`config.mk`:
```
export PLATFORM = sky130hd
export DESIGN_NAME = rcv_ctrl
export DESIGN_NICKNAME = d
export VERILOG_FILES = /design/src/rtl/rcv_pkg.sv /design/src/rtl/rcv_timer.sv /design/src/rtl/rcv_ctrl.sv
export SDC_FILE = /design/constraint.sdc
export NUM_CORES = 1
export LEC_CHECK = 0
export ABC_AREA = 0
export CAP_MARGIN = 20
export CORE_UTILIZATION = 53
export CTS_CLUSTER_DIAMETER = 200
export CTS_CLUSTER_SIZE = 10
export DETAILED_ROUTE_END_ITERATION = 10
export GPL_TIMING_DRIVEN = 0
export PLACE_DENSITY = 0.77
export REMOVE_ABC_BUFFERS = 1
export SLEW_MARGIN = 10
export SYNTH_ARGS = -nofsm -noshare
export SYNTH_HDL_FRONTEND = slang
export SYNTH_SLANG_ARGS = --single-unit
export TNS_END_PERCENT = 1
```
`constraint.sdc`:
```
create_clock -name clk -period 1.63 [get_ports clk]
set_input_delay 0.2445 -clock clk [delete_from_list [all_inputs] [get_ports clk]]
set_output_delay 0.2445 -clock clk [all_outputs]
set_load 0.005 [all_outputs]
```
`src/rtl/rcv_pkg.sv`:
```
// Shared types and helpers for the UART receive control unit.
package rcv_pkg;

    typedef enum logic [2:0] {
        IDLE,
        START,
        RECV,
        STOP_CHK,
        LOAD
    } state_t;

    // Baud-counter value one cycle before mid-bit is half_period(clks) - 1.
    function automatic int half_period(input int clks);
        return clks / 2;
    endfunction

endpackage

```
`src/rtl/rcv_timer.sv`:
```
// Baud counter and bit counter for the receiver. Marks the mid-bit strobe point
// and the end of each bit period.
module rcv_timer
    import rcv_pkg::*;
#(
    parameter int CLKS_PER_BIT = 10,
    parameter int NUM_BITS     = 9
) (
    input  logic                             clk,
    input  logic                             n_rst,
    input  logic                             enable,
    input  logic                             clear,
    output logic                             strobe_pt,
    output logic                             wrap,
    output logic [$clog2(NUM_BITS + 1)-1:0]  bit_cnt
);

    localparam int BC_W  = $clog2(CLKS_PER_BIT);
    localparam int CNT_W = $clog2(NUM_BITS + 1);
    localparam int HALF  = half_period(CLKS_PER_BIT);

    logic [BC_W-1:0] bc;

    assign strobe_pt = (bc == BC_W'(HALF - 1));
    assign wrap      = (bc == BC_W'(CLKS_PER_BIT - 1));

    // bit_cnt saturates at NUM_BITS; the FSM leaves RECV before it could wrap.
    always_ff @(posedge clk or negedge n_rst) begin
        if (!n_rst) begin
            bc      <= '0;
            bit_cnt <= '0;
        end else if (clear) begin
            bc      <= '0;
            bit_cnt <= '0;
        end else if (enable) begin
            if (wrap) begin
                bc <= '0;
                if (bit_cnt != CNT_W'(NUM_BITS))
                    bit_cnt <= bit_cnt + CNT_W'(1);
            end else begin
                bc <= bc + BC_W'(1);
            end
        end
    end

endmodule

```
`src/rtl/rcv_ctrl.sv`:
```
// Receive control for the UART receiver: synchronizes the serial line, finds the
// start bit, paces the shift register, then loads the buffer or flags a framing error.
module rcv_ctrl
    import rcv_pkg::*;
#(
    parameter int CLKS_PER_BIT = 10,
    parameter int NUM_BITS     = 9
) (
    input  logic clk,
    input  logic n_rst,
    input  logic serial_in,
    input  logic stop_bit,
    output logic shift_strobe,
    output logic sbc_clear,
    output logic load_buffer,
    output logic framing_error,
    output logic receiving
);

    localparam int CNT_W = $clog2(NUM_BITS + 1);

    state_t           state;
    state_t           state_next;
    logic             s1, s2, s3;
    logic             start_edge;
    logic             strobe_pt;
    logic             wrap;
    logic [CNT_W-1:0] bit_cnt;
    logic             timer_en;
    logic             timer_clr;

    // Synchronizer resets to the idle-high line level so reset never fakes a start edge.
    always_ff @(posedge clk or negedge n_rst) begin
        if (!n_rst) begin
            s1 <= 1'b1;
            s2 <= 1'b1;
            s3 <= 1'b1;
        end else begin
            s1 <= serial_in;
            s2 <= s1;
            s3 <= s2;
        end
    end

    assign start_edge = s3 & ~s2;
    assign timer_en   = (state == START) || (state == RECV);
    assign timer_clr  = (state == IDLE);

    rcv_timer #(
        .CLKS_PER_BIT (CLKS_PER_BIT),
        .NUM_BITS     (NUM_BITS)
    ) u_timer (
        .clk       (clk),
        .n_rst     (n_rst),
        .enable    (timer_en),
        .clear     (timer_clr),
        .strobe_pt (strobe_pt),
        .wrap      (wrap),
        .bit_cnt   (bit_cnt)
    );

    always_ff @(posedge clk or negedge n_rst) begin
        if (!n_rst) begin
            state         <= IDLE;
            sbc_clear     <= 1'b0;
            framing_error <= 1'b0;
        end else begin
            state     <= state_next;
            sbc_clear <= (state == IDLE) && start_edge;
            if ((state == IDLE) && start_edge)
                framing_error <= 1'b0;
            else if ((state == STOP_CHK) && !stop_bit)
                framing_error <= 1'b1;
        end
    end

    // A start bit that is high again at mid-bit is treated as line noise.
    always_comb begin
        state_next = state;
        unique case (state)
            IDLE:     if (start_edge) state_next = START;
            START: begin
                if (strobe_pt && s2)
                    state_next = IDLE;
                else if (wrap)
                    state_next = RECV;
            end
            RECV:     if (strobe_pt && (bit_cnt == CNT_W'(NUM_BITS))) state_next = STOP_CHK;
            STOP_CHK: state_next = stop_bit ? LOAD : IDLE;
            LOAD:     state_next = IDLE;
            default:  state_next = IDLE;
        endcase
    end

    assign shift_strobe = (state == RECV) && strobe_pt;
    assign load_buffer  = (state == LOAD);
    assign receiving    = (state != IDLE);

endmodule
```
# ---- After elaboration in Yosys (flattened, before gate mapping)
# Cells that the tools add are included.
dict set report op_classes {
  n_eq_ne 11
  reduce_logical 15
  n_addsub 2
  bitwise_logic 2
  mux 15
}
# cell count
set op_table {}
lappend op_table {{$mux W4} 7}
lappend op_table {{$mux W3} 5}
lappend op_table {{$pmux W3 S4} 1}
lappend op_table {{$add A4 B1 Y4 const B} 2}
lappend op_table {{$eq A4 B4 Y1 const B} 2}
lappend op_table {{$reduce_bool A2 Y1} 4}
lappend op_table {{$eq A3 B2 Y1 const B} 2}
lappend op_table {{$reduce_and A3 Y1} 2}
lappend op_table {{$logic_and A1 B1 Y1} 5}
lappend op_table {{$eq A4 B3 Y1 const B} 1}
lappend op_table {{$ne A2 B2 Y1 const B} 2}
lappend op_table {{$ne A4 B4 Y1 const B} 1}
lappend op_table {{$eq A3 B1 Y1 const B} 1}
lappend op_table {{$eq A3 B3 Y1 const B} 1}
lappend op_table {{$logic_not A3 Y1} 1}
lappend op_table {{$ne A3 B1 Y1 const B} 1}
lappend op_table {{$reduce_bool A3 Y1} 1}
lappend op_table {{$mux W1} 2}
lappend op_table {{$and A1 B1 Y1} 1}
lappend op_table {{$logic_not A1 Y1} 1}
lappend op_table {{$logic_or A1 B1 Y1} 1}
lappend op_table {{$not A1 Y1} 1}
dict set report totals {
  input_bits 4
  register_bits 16
  elab_cells 53
  output_inout_bits 5
}

# ---- Longest topological paths before layout
# Gate-level depths: netlist of run 1.
dict set report logic_depth {
  word_depth 5
  ltp_mapped 6
  depth_no_buf 6
}

# ---- Hierarchy
# Synthesis of run 1 repeated with hierarchy kept, for this count alone.
dict set report unflattened {
  cells_unflattened 86
  area_unflattened_um2 909.6
}
# mod area_each_um2 cells_each seq_area_each_um2 instances
set by_module_without_submodules {}
lappend by_module_without_submodules {rcv_timer 511.7 53 200.2 1}
lappend by_module_without_submodules {rcv_ctrl 397.9 33 203.9 1}

# ---- Least setup slack after synthesis of run 1
# OpenSTA, ideal clock, no wires.
dict set report synth_path {
  path_type {register to register}
  from {register u_timer.bc[1]}
  to {register u_timer.bit_cnt[3]}
  synth_period_minus_slack_ns 1.427
  arrival_ns 1.350
  slack_ns 0.203
  t_required_ns 1.553
  stages_incl_launch_ff 7
  setup_time_ns 0.077
  n_path_buf 0
  path_cell_list {dfrtp_1 inv_1 ha_1 and3b_1 a21oi_2 or3_1 a21oi_1}
}
dict set report synth_via {
  elab_chain_cells 3
}
# item line_no
set synth_lines {}
lappend synth_lines {{from (decl)} rcv_timer.sv:22} ;# logic [BC_W-1:0] bc;
lappend synth_lines {{from (signal assigned)} rcv_timer.sv:41} ;# bc <= bc + BC_W'(1);
lappend synth_lines {{$eq A4 B4 Y1} rcv_timer.sv:25} ;# assign wrap = (bc == BC_W'(CLKS_PER_BIT - 1));
lappend synth_lines {{$reduce_bool A2 Y1 (no line)} --}
lappend synth_lines {{$reduce_and A3 Y1 (no line)} --}
lappend synth_lines {{to (signal assigned)} rcv_timer.sv:39} ;# bit_cnt <= bit_cnt + CNT_W'(1);
lappend synth_lines {{to (decl)} rcv_timer.sv:15} ;# output logic [$clog2(NUM_BITS + 1)-1:0] bit_cnt
# Every way passes these cells.
# A chain may end at the register's enable or synchronous reset.

# ---- Worst setup path after layout of run 1
dict set report layout_path {
  from {register u_timer.bc[0]}
  to {output port shift_strobe}
}
dict set report layout_via {
  elab_chain_cells 2
}
# item line_no
set layout_lines {}
lappend layout_lines {{$eq A4 B3 Y1} rcv_timer.sv:24} ;# assign strobe_pt = (bc == BC_W'(HALF - 1));
lappend layout_lines {{$logic_and A1 B1 Y1} rcv_ctrl.sv:95} ;# assign shift_strobe = (state == RECV) && strobe_pt;
lappend layout_lines {{to (decl)} rcv_ctrl.sv:13} ;# output logic shift_strobe,
# Every way passes these cells.

==> results of run 1 <==
==> final cells by class <==
cell class                 count  area share
multi-input combinational     58       0.406
timing repair buffer          16       0.130
tap                           16      0.0196
sequential                    16       0.400
inverter                       5      0.0184
clock buffer                   4      0.0257
==> path summary, 6_finish.rpt <==
kind | to | depth (start not counted)
setup / recovery | shift_strobe | 6
hold / removal | u_timer.bit_cnt[2] | 1
setup reg to reg | u_timer.bit_cnt[3] | 6
min in group clk | s2 | 0
max in group asynchronous | u_timer.bc[0] | 1
hold reg to reg | s2 | 0
==> kinds of logic after synthesis <==
group | share of synthesized area
adder cells (fa/ha/maj) | 0.0732
AO/OA/AOI/OAI | 0.146
flip-flops | 0.473
AND/OR/NAND/NOR | 0.220
XOR/XNOR | 0.0308
buffers and inverters | 0.0571
==> synth_stat cells (all sizes together) <==
| cell type | instances |
|---|---|
| nand4 | 1 |
| dfrtp | 13 |
| xnor2 | 1 |
| or3b | 1 |
| xor2 | 2 |
| buf | 3 |
| nor2b | 1 |
| a32o | 1 |
| nor3 | 2 |
| or3 | 1 |
| nand2 | 7 |
| nor3b | 3 |
| and2b | 1 |
| dfstp | 3 |
| nand3b | 2 |
| and3 | 1 |
| inv | 5 |
| and3b | 2 |
| a21o | 1 |
| nand4b | 1 |
| nand3 | 3 |
| ha | 5 |
| a21oi | 5 |
| o21ai | 10 |
| nor2 | 5 |
| a31oi | 2 |
==> registers in the layout, indices dropped and copies added, names as in the netlist <==
register	flops
framing_error	1
state	3
u_timer.bc	4
s3	1
u_timer.bit_cnt	4
sbc_clear	1
s2	1
s1	1
==> through the flow <==
stage          power, mW  TNS [ns]
2_1_floorplan      0.859         0
3_3_place_gp       0.985    -0.178
3_5_place_dp        1.01    -0.218
4_1_cts             1.32         0
5_1_grt             1.47   -0.0791
6_report            1.34         0
==> power by group through the flow <==
stage | Clock [mW] | Sequential, mW | Combinational [mW]
after CTS | 0.225 | 0.552 | 0.542
after global placement | 0 | 0.597 | 0.388
after floorplan | 0 | 0.579 | 0.280
after global routing | 0.255 | 0.570 | 0.644
final | 0.217 | 0.557 | 0.566
after detailed placement | 0 | 0.608 | 0.397
==> per-layer routing <==
layer | share of wire | track usage | vias to the layer above
li1 | - | - | 326
met1 | 0.46 | 0.318 | 314
met2 | 0.48 | 0.313 | 20
met3 | 0.045 | 0.0647 | 2
met4 | 0.012 | 0.0938 | 0
met5 | 0 | 0 | -
==> repair_timing <==
| item | in CTS | in global routing |
|---|---|---|
| setup endpoints to repair | 3 | 2 |
| gates resized for setup | 13 | 4 |
| pin swaps | 1 | 0 |
| buffers inserted | 7 | 1 |
==> out/summary.log, run 1 <==
INFO  floorplanning  chipWidth=42.2um
INFO  sta            timing.final.max_slew_violations=0
INFO  clock_network  path_clk_slew=0.09ns
INFO  placement      placement.io_buffers=8
INFO  layout         final_core_utilization=0.679
INFO  drt            dr_total_vias=662
INFO  sta            timing.fmax=0.622GHz
INFO  clock_network  clock_tree.buffer_depth=2
INFO  placement      finalWeightedCongestion=0.756
INFO  floorplanning  initial_core_util=0.567
INFO  global_routing grt_remaining_overflow=0
INFO  synth          ys_top_cells_by_area=sky130_fd_sc_hd__dfrtp_1 38%, sky130_fd_sc_hd__dfstp_2 9.2%, sky130_fd_sc_hd__ha_1 7.3%, sky130_fd_sc_hd__o21ai_0 5.3%, sky130_fd_sc_hd__nand2_1 3.1%
INFO  placement      placed_area=925um2
INFO  clock_network  htree_num_levels=1
INFO  sta            finalWorstPathRequiredPeriod=1.61ns
INFO  drt            post_drt_via_cell_ratio=5.76
INFO  power_and_ir_drop power.switching=0.480mW
INFO  layout         antenna-diode-count=0
INFO  drt            routedWlPerCell=13.9um
INFO  synth          synth.yosys.seq_area_share=0.473
INFO  placement      placed_cells=103
INFO  synth          synth.cell_area=855um2
INFO  sta            rsz0062_at_grt=yes
INFO  power_and_ir_drop power_switching_share=0.358
INFO  power_and_ir_drop share_clk_of_total_power=0.162
INFO  sta            final_hold_viol_count=0
INFO  sta            post-route-worst-setup-slack=0.0235ns
INFO  synth          synth_cell_type_count=31
INFO  layout         post_route_cells_drive_above_1_share=0.333
INFO  sta            slew_at_the_pin_with_the_worst_max_slew_slack=0.686ns
INFO  drt            starting_drc_count_in_detailed_routing=14
INFO  global_routing grt_pass1_wl=2860um
INFO  sta            worst_hold_slack=0.366ns
INFO  setup_path     critical_path_peak_fanout=2
INFO  global_routing initial_antenna_violation_count=0
INFO  setup_path     cpLargestDelayFamily=flip-flops
INFO  clock_network  cts_sinks=16
INFO  clock_network  cts-hold-fix-buffers=0
INFO  power_and_ir_drop pwr-share-seq=0.416
INFO  placement      hpwl=1060um
INFO  sta            final_min_period_over_clock_period=0.986
INFO  clock_network  clockRootBuffer=sky130_fd_sc_hd__clkbuf_4
INFO  synth          synth_cells=82
INFO  layout         finalNetCount=109
INFO  sta            worst_slew_margin_rel=0.541
INFO  sta            timing.final.setup_violations=0
INFO  floorplanning  die_area=1780um2
INFO  drt            drt_pass1_iterations=4
INFO  synth          yosysTopAreaCellShare=0.381
INFO  synth          post-synth-top-area-cell=sky130_fd_sc_hd__dfrtp_1
INFO  power_and_ir_drop share_comb_of_total_power=0.422
INFO  setup_path     worst-path-buf-inv=2
INFO  setup_path     cp_data_required_time=1.39ns
INFO  power_and_ir_drop leakagePower=0.452nW
INFO  synth          synth-seq-cells=16
INFO  layout         fin_cells=115
INFO  setup_path     timing.critical_path.slowest_stage_cell=sky130_fd_sc_hd__dfrtp_2
INFO  floorplanning  die_height=42.2um
INFO  power_and_ir_drop vdd_ir_drop_max=0.757mV
INFO  setup_path     cp-start-kind=register
INFO  min_path       holdCritPathClass=input pin to asynchronous set/reset pin
INFO  floorplanning  ios=9
INFO  outcome        outcome=finished, final reports clean
INFO  layout         fillCellCount=117
INFO  setup_path     setup.reg_to_reg.worst_slack=0.06ns
INFO  layout         layout_common_cells=9 x sky130_fd_sc_hd__o21ai_0, 9 x sky130_fd_sc_hd__dfrtp_1, 8 x sky130_fd_sc_hd__buf_4, 6 x sky130_fd_sc_hd__nand2_1
INFO  power_and_ir_drop cellPowerDensity=1310nW/um2
INFO  setup_path     max_incr_delay_on_cp=0.42ns
INFO  sta            timing.clock.skew=0.00286ns
INFO  setup_path     arrival=1.36ns
INFO  setup_path     timing.critical_path.to_type=output port
INFO  global_routing grt_start_max_net_pins=17
INFO  global_routing grt.total_usage=0.221
INFO  setup_path     critical_path_class=register to output port
INFO  layout         areaGrowthSynthToFinish=19.6%
INFO  setup_path     cp_cell_sequence=inv_1 > ha_1 > and3b_2 > nand2_2 > nor3_2 > buf_2
INFO  clock_network  cts_buffer_count=3
INFO  synth          avgSynthCellArea=10.4um2
INFO  clock_network  clock_insertion_delay_worst_skew=0.29ns
INFO  synth          synth_warnings=0
INFO  placement      place_ws=-0.182ns
INFO  layout         seqCellArea=409um2
INFO  floorplanning  placement_rows=14
INFO  setup_path     timing.rr.start=u_timer.bc[0]
INFO  run            drv.max_cap_violation_count=0
INFO  layout         multi_input_combinational_cell_area=415um2
INFO  drt            final_routed_drc_violation_total=0
INFO  layout         postLayoutCellArea=1020um2
INFO  power_and_ir_drop power.internal=0.860mW
INFO  floorplanning  core-area=1510um2
INFO  global_routing grt_pass1_vias=633
INFO  drt            post_route_antenna_net_violation_count=0
INFO  setup_path     critical_path.startpoint=u_timer.bc[0]
INFO  clock_network  cts_tree=built
INFO  drt            routed_wl=1600um
Note: power is estimated with default switching activity, not from simulation.
==> inputs of run 2 (changes only) <==
Settings changed: CORE_MARGIN set to 4.
Clock period 1.63 ns to 1.65 ns, I/O delays scaled along.
==> out/summary.log, run 2 (synthesized netlist as in run 1, its figures left out) <==
INFO  outcome        outcome=finished, final reports clean
INFO  clock_network  cts_sinks=16 [unchanged]
INFO  layout         mostFrequentLayoutCell=sky130_fd_sc_hd__dfrtp_1
INFO  clock_network  htree_num_levels=1 [unchanged]
INFO  setup_path     critical_path_peak_fanout=3 [+1]
INFO  setup_path     cp_cell_sequence=inv_2 > ha_1 > and3b_2 > nand2_2 > nor3_2 > buf_2
INFO  clock_network  clock_insertion_delay_worst_skew=0.29ns [about the same]
INFO  floorplanning  ios=9 [unchanged]
INFO  global_routing initial_antenna_violation_count=0 [unchanged]
INFO  layout         layout_common_cells=10 x sky130_fd_sc_hd__dfrtp_1, 9 x sky130_fd_sc_hd__o21ai_0, 8 x sky130_fd_sc_hd__buf_4, 6 x sky130_fd_sc_hd__nand2_1
INFO  drt            routedWlPerCell=14.8um [+6.6%]
INFO  floorplanning  die_area=2320um2 [+30%]
INFO  layout         finalNetCount=109 [unchanged]
INFO  sta            timing.final.max_slew_violations=0 [unchanged]
INFO  sta            finalSetupTns=0ns [unchanged]
INFO  sta            rsz0062_at_grt=yes
INFO  power_and_ir_drop leakagePower=0.460nW [+1.9%]
INFO  drt            post_drt_via_cell_ratio=5.70 [-1.1%]
INFO  min_path       holdCritPathClass=input pin to register
INFO  sta            timing.clock.skew=0.00436ns [+0.00150 ns]
INFO  global_routing grt.total_usage=0.168 [-0.0530]
INFO  placement      placement.io_buffers=8 [unchanged]
INFO  setup_path     worstSetupPathDepth=6 [unchanged]
INFO  drt            dr_total_vias=655 [-1.1%]
INFO  power_and_ir_drop cellPowerDensity=1340nW/um2 [+2.5%]
INFO  layout         antenna-diode-count=0 [unchanged]
INFO  placement      finalWeightedCongestion=0.777 [+2.8%]
INFO  clock_network  clock_tree.buffer_depth=2 [unchanged]
INFO  layout         final_core_utilization=0.681 [+0.00249]
INFO  setup_path     arrival=1.39ns [+0.03 ns]
INFO  sta            timing.final.setup_violations=0 [unchanged]
INFO  floorplanning  initial_core_util=0.567 [unchanged]
INFO  run            drv.max_cap_violation_count=0 [unchanged]
INFO  placement      placed_cells=103 [unchanged]
INFO  setup_path     cpLargestDelayFamily=flip-flops
INFO  floorplanning  core-area=1510um2 [unchanged]
INFO  sta            final_min_period_over_clock_period=0.992
INFO  power_and_ir_drop power=1.38mW [+2.9%]
INFO  clock_network  cts_buffer_count=3 [unchanged]
INFO  layout         largest_registers_ranked_by_flip_flop_count=u_timer.bc: 4 flops, u_timer.bit_cnt: 4 flops, state: 3 flops
INFO  global_routing grt_pass1_vias=637 [+0.63%]
INFO  drt            final_routed_drc_violation_total=0 [unchanged]
INFO  clock_network  clockRootBuffer=sky130_fd_sc_hd__clkbuf_4
INFO  clock_network  cts_tree=built
INFO  sta            finalWorstPathRequiredPeriod=1.64ns
INFO  floorplanning  placement_rows=14 [unchanged]
INFO  global_routing grt_start_max_net_pins=17 [unchanged]
INFO  setup_path     cp-start-kind=register
INFO  layout         fin_cells=115 [unchanged]
INFO  layout         areaGrowthSynthToFinish=20.1%
INFO  setup_path     timing.critical_path.slowest_stage_cell=sky130_fd_sc_hd__dfrtp_1
INFO  clock_network  path_clk_slew=0.09ns [about the same]
INFO  sta            final_hold_viol_count=0 [unchanged]
INFO  global_routing grt_remaining_overflow=0 [unchanged]
INFO  setup_path     timing.critical_path.to_type=output port
INFO  drt            routed_wl=1700um [+6.6%]
INFO  sta            worst_hold_slack=0.354ns [-0.0117 ns]
INFO  sta            slew_at_the_pin_with_the_worst_max_slew_slack=0.689ns [+0.00241 ns]
INFO  setup_path     r2r.worst_path.cells=6 [unchanged]
INFO  floorplanning  chipWidth=48.2um [+14%]
INFO  drt            drt_pass1_iterations=4 [unchanged]
INFO  global_routing grt_pass1_wl=2660um [-7.0%]
INFO  drt            post_route_antenna_net_violation_count=0 [unchanged]
INFO  sta            timing.fmax=0.611GHz
INFO  setup_path     cp_data_required_time=1.40ns [about the same]
INFO  placement      hpwl=1130um [+7.0%]
INFO  setup_path     critical_path_class=register to output port
INFO  setup_path     max_incr_delay_on_cp=0.41ns [about the same]
INFO  min_path       worst_hold_path.num_cells=1
INFO  floorplanning  die_height=48.2um [+14%]
INFO  setup_path     worst-path-buf-inv=2 [unchanged]
INFO  layout         post_route_cells_drive_above_1_share=0.313 [-0.0202]
INFO  drt            starting_drc_count_in_detailed_routing=7 [-7]
INFO  sta            worst_slew_margin_rel=0.540 [-0.00161]
INFO  power_and_ir_drop vdd_ir_drop_max=0.756mV [about the same]
==> run 2: changes by cell type in the layout (fill, tap and decap cells not counted) <==
| cell | previous run | this run |
|---|---|---|
| sky130_fd_sc_hd__dfrtp_1 | 9 | 10 |
| sky130_fd_sc_hd__and3b_2 | 2 | 1 |
| sky130_fd_sc_hd__dfrtp_2 | 4 | 3 |
| sky130_fd_sc_hd__a21oi_2 | 2 | 1 |
| sky130_fd_sc_hd__and3b_1 | 0 | 1 |
| sky130_fd_sc_hd__a21oi_1 | 2 | 3 |
| sky130_fd_sc_hd__clkbuf_1 | 1 | 0 |
| sky130_fd_sc_hd__clkbuf_8 | 0 | 1 |
==> run 2: stage by stage <==
stage | area, um2 | worst slack (ns)
6_report | 1030 | 0.0125
5_1_grt | 1030 | -0.102
4_1_cts | 1010 | 0.0140
3_3_place_gp | 925 | -0.120
2_1_floorplan | 825 | 0.222
3_5_place_dp | 925 | -0.148
==> run 2: repair_timing <==
action | in CTS | in global routing
setup endpoints to repair | 3 | 1
gates resized for setup | 11 | 3
buffers inserted | 7 | 1
pin swaps | 1 | 0
hold buffers | 0 | 0
==> run 2: worst paths after layout <==
kind	from	to	slack (ns)
max	u_timer.bc[1]	shift_strobe	0.01
min	serial_in	s1	0.35
max reg2reg	u_timer.bc[0]	u_timer.bit_cnt[3]	0.13
min reg2reg	s1	s2	0.36
max in group asynchronous	n_rst	state[2]	0.81
min in group asynchronous	n_rst	u_timer.bit_cnt[3]	0.36
==> run 2: layout make-up <==
class / instances / area, um2
clock buffers: 4 / 36.3
multi-input cells: 58 / 410
inverters: 5 / 18.8
fillers: 113 / 480
flip-flops and latches: 16 / 408
repair buffers: 16 / 133
well taps: 16 / 20.0
==> run 2: routing by layer <==
metal,GRT usage,up-vias,routed length [um]
li1,-,319,-
met1,0.200,314,724
met2,0.294,17,867
met3,0.0221,5,71
met4,0.0806,0,36
met5,0,-,0
==> run 2: power by group <==
| part | internal (mW) | switching (mW) | total [mW] | leakage [nW] |
|---|---|---|---|---|
| registers | 0.474 | 0.0719 | 0.546 | 0.197 |
| logic | 0.271 | 0.294 | 0.565 | 0.242 |
| clock network | 0.135 | 0.133 | 0.268 | 0.0210 |
| total | 0.880 | 0.499 | 1.38 | 0.460 |
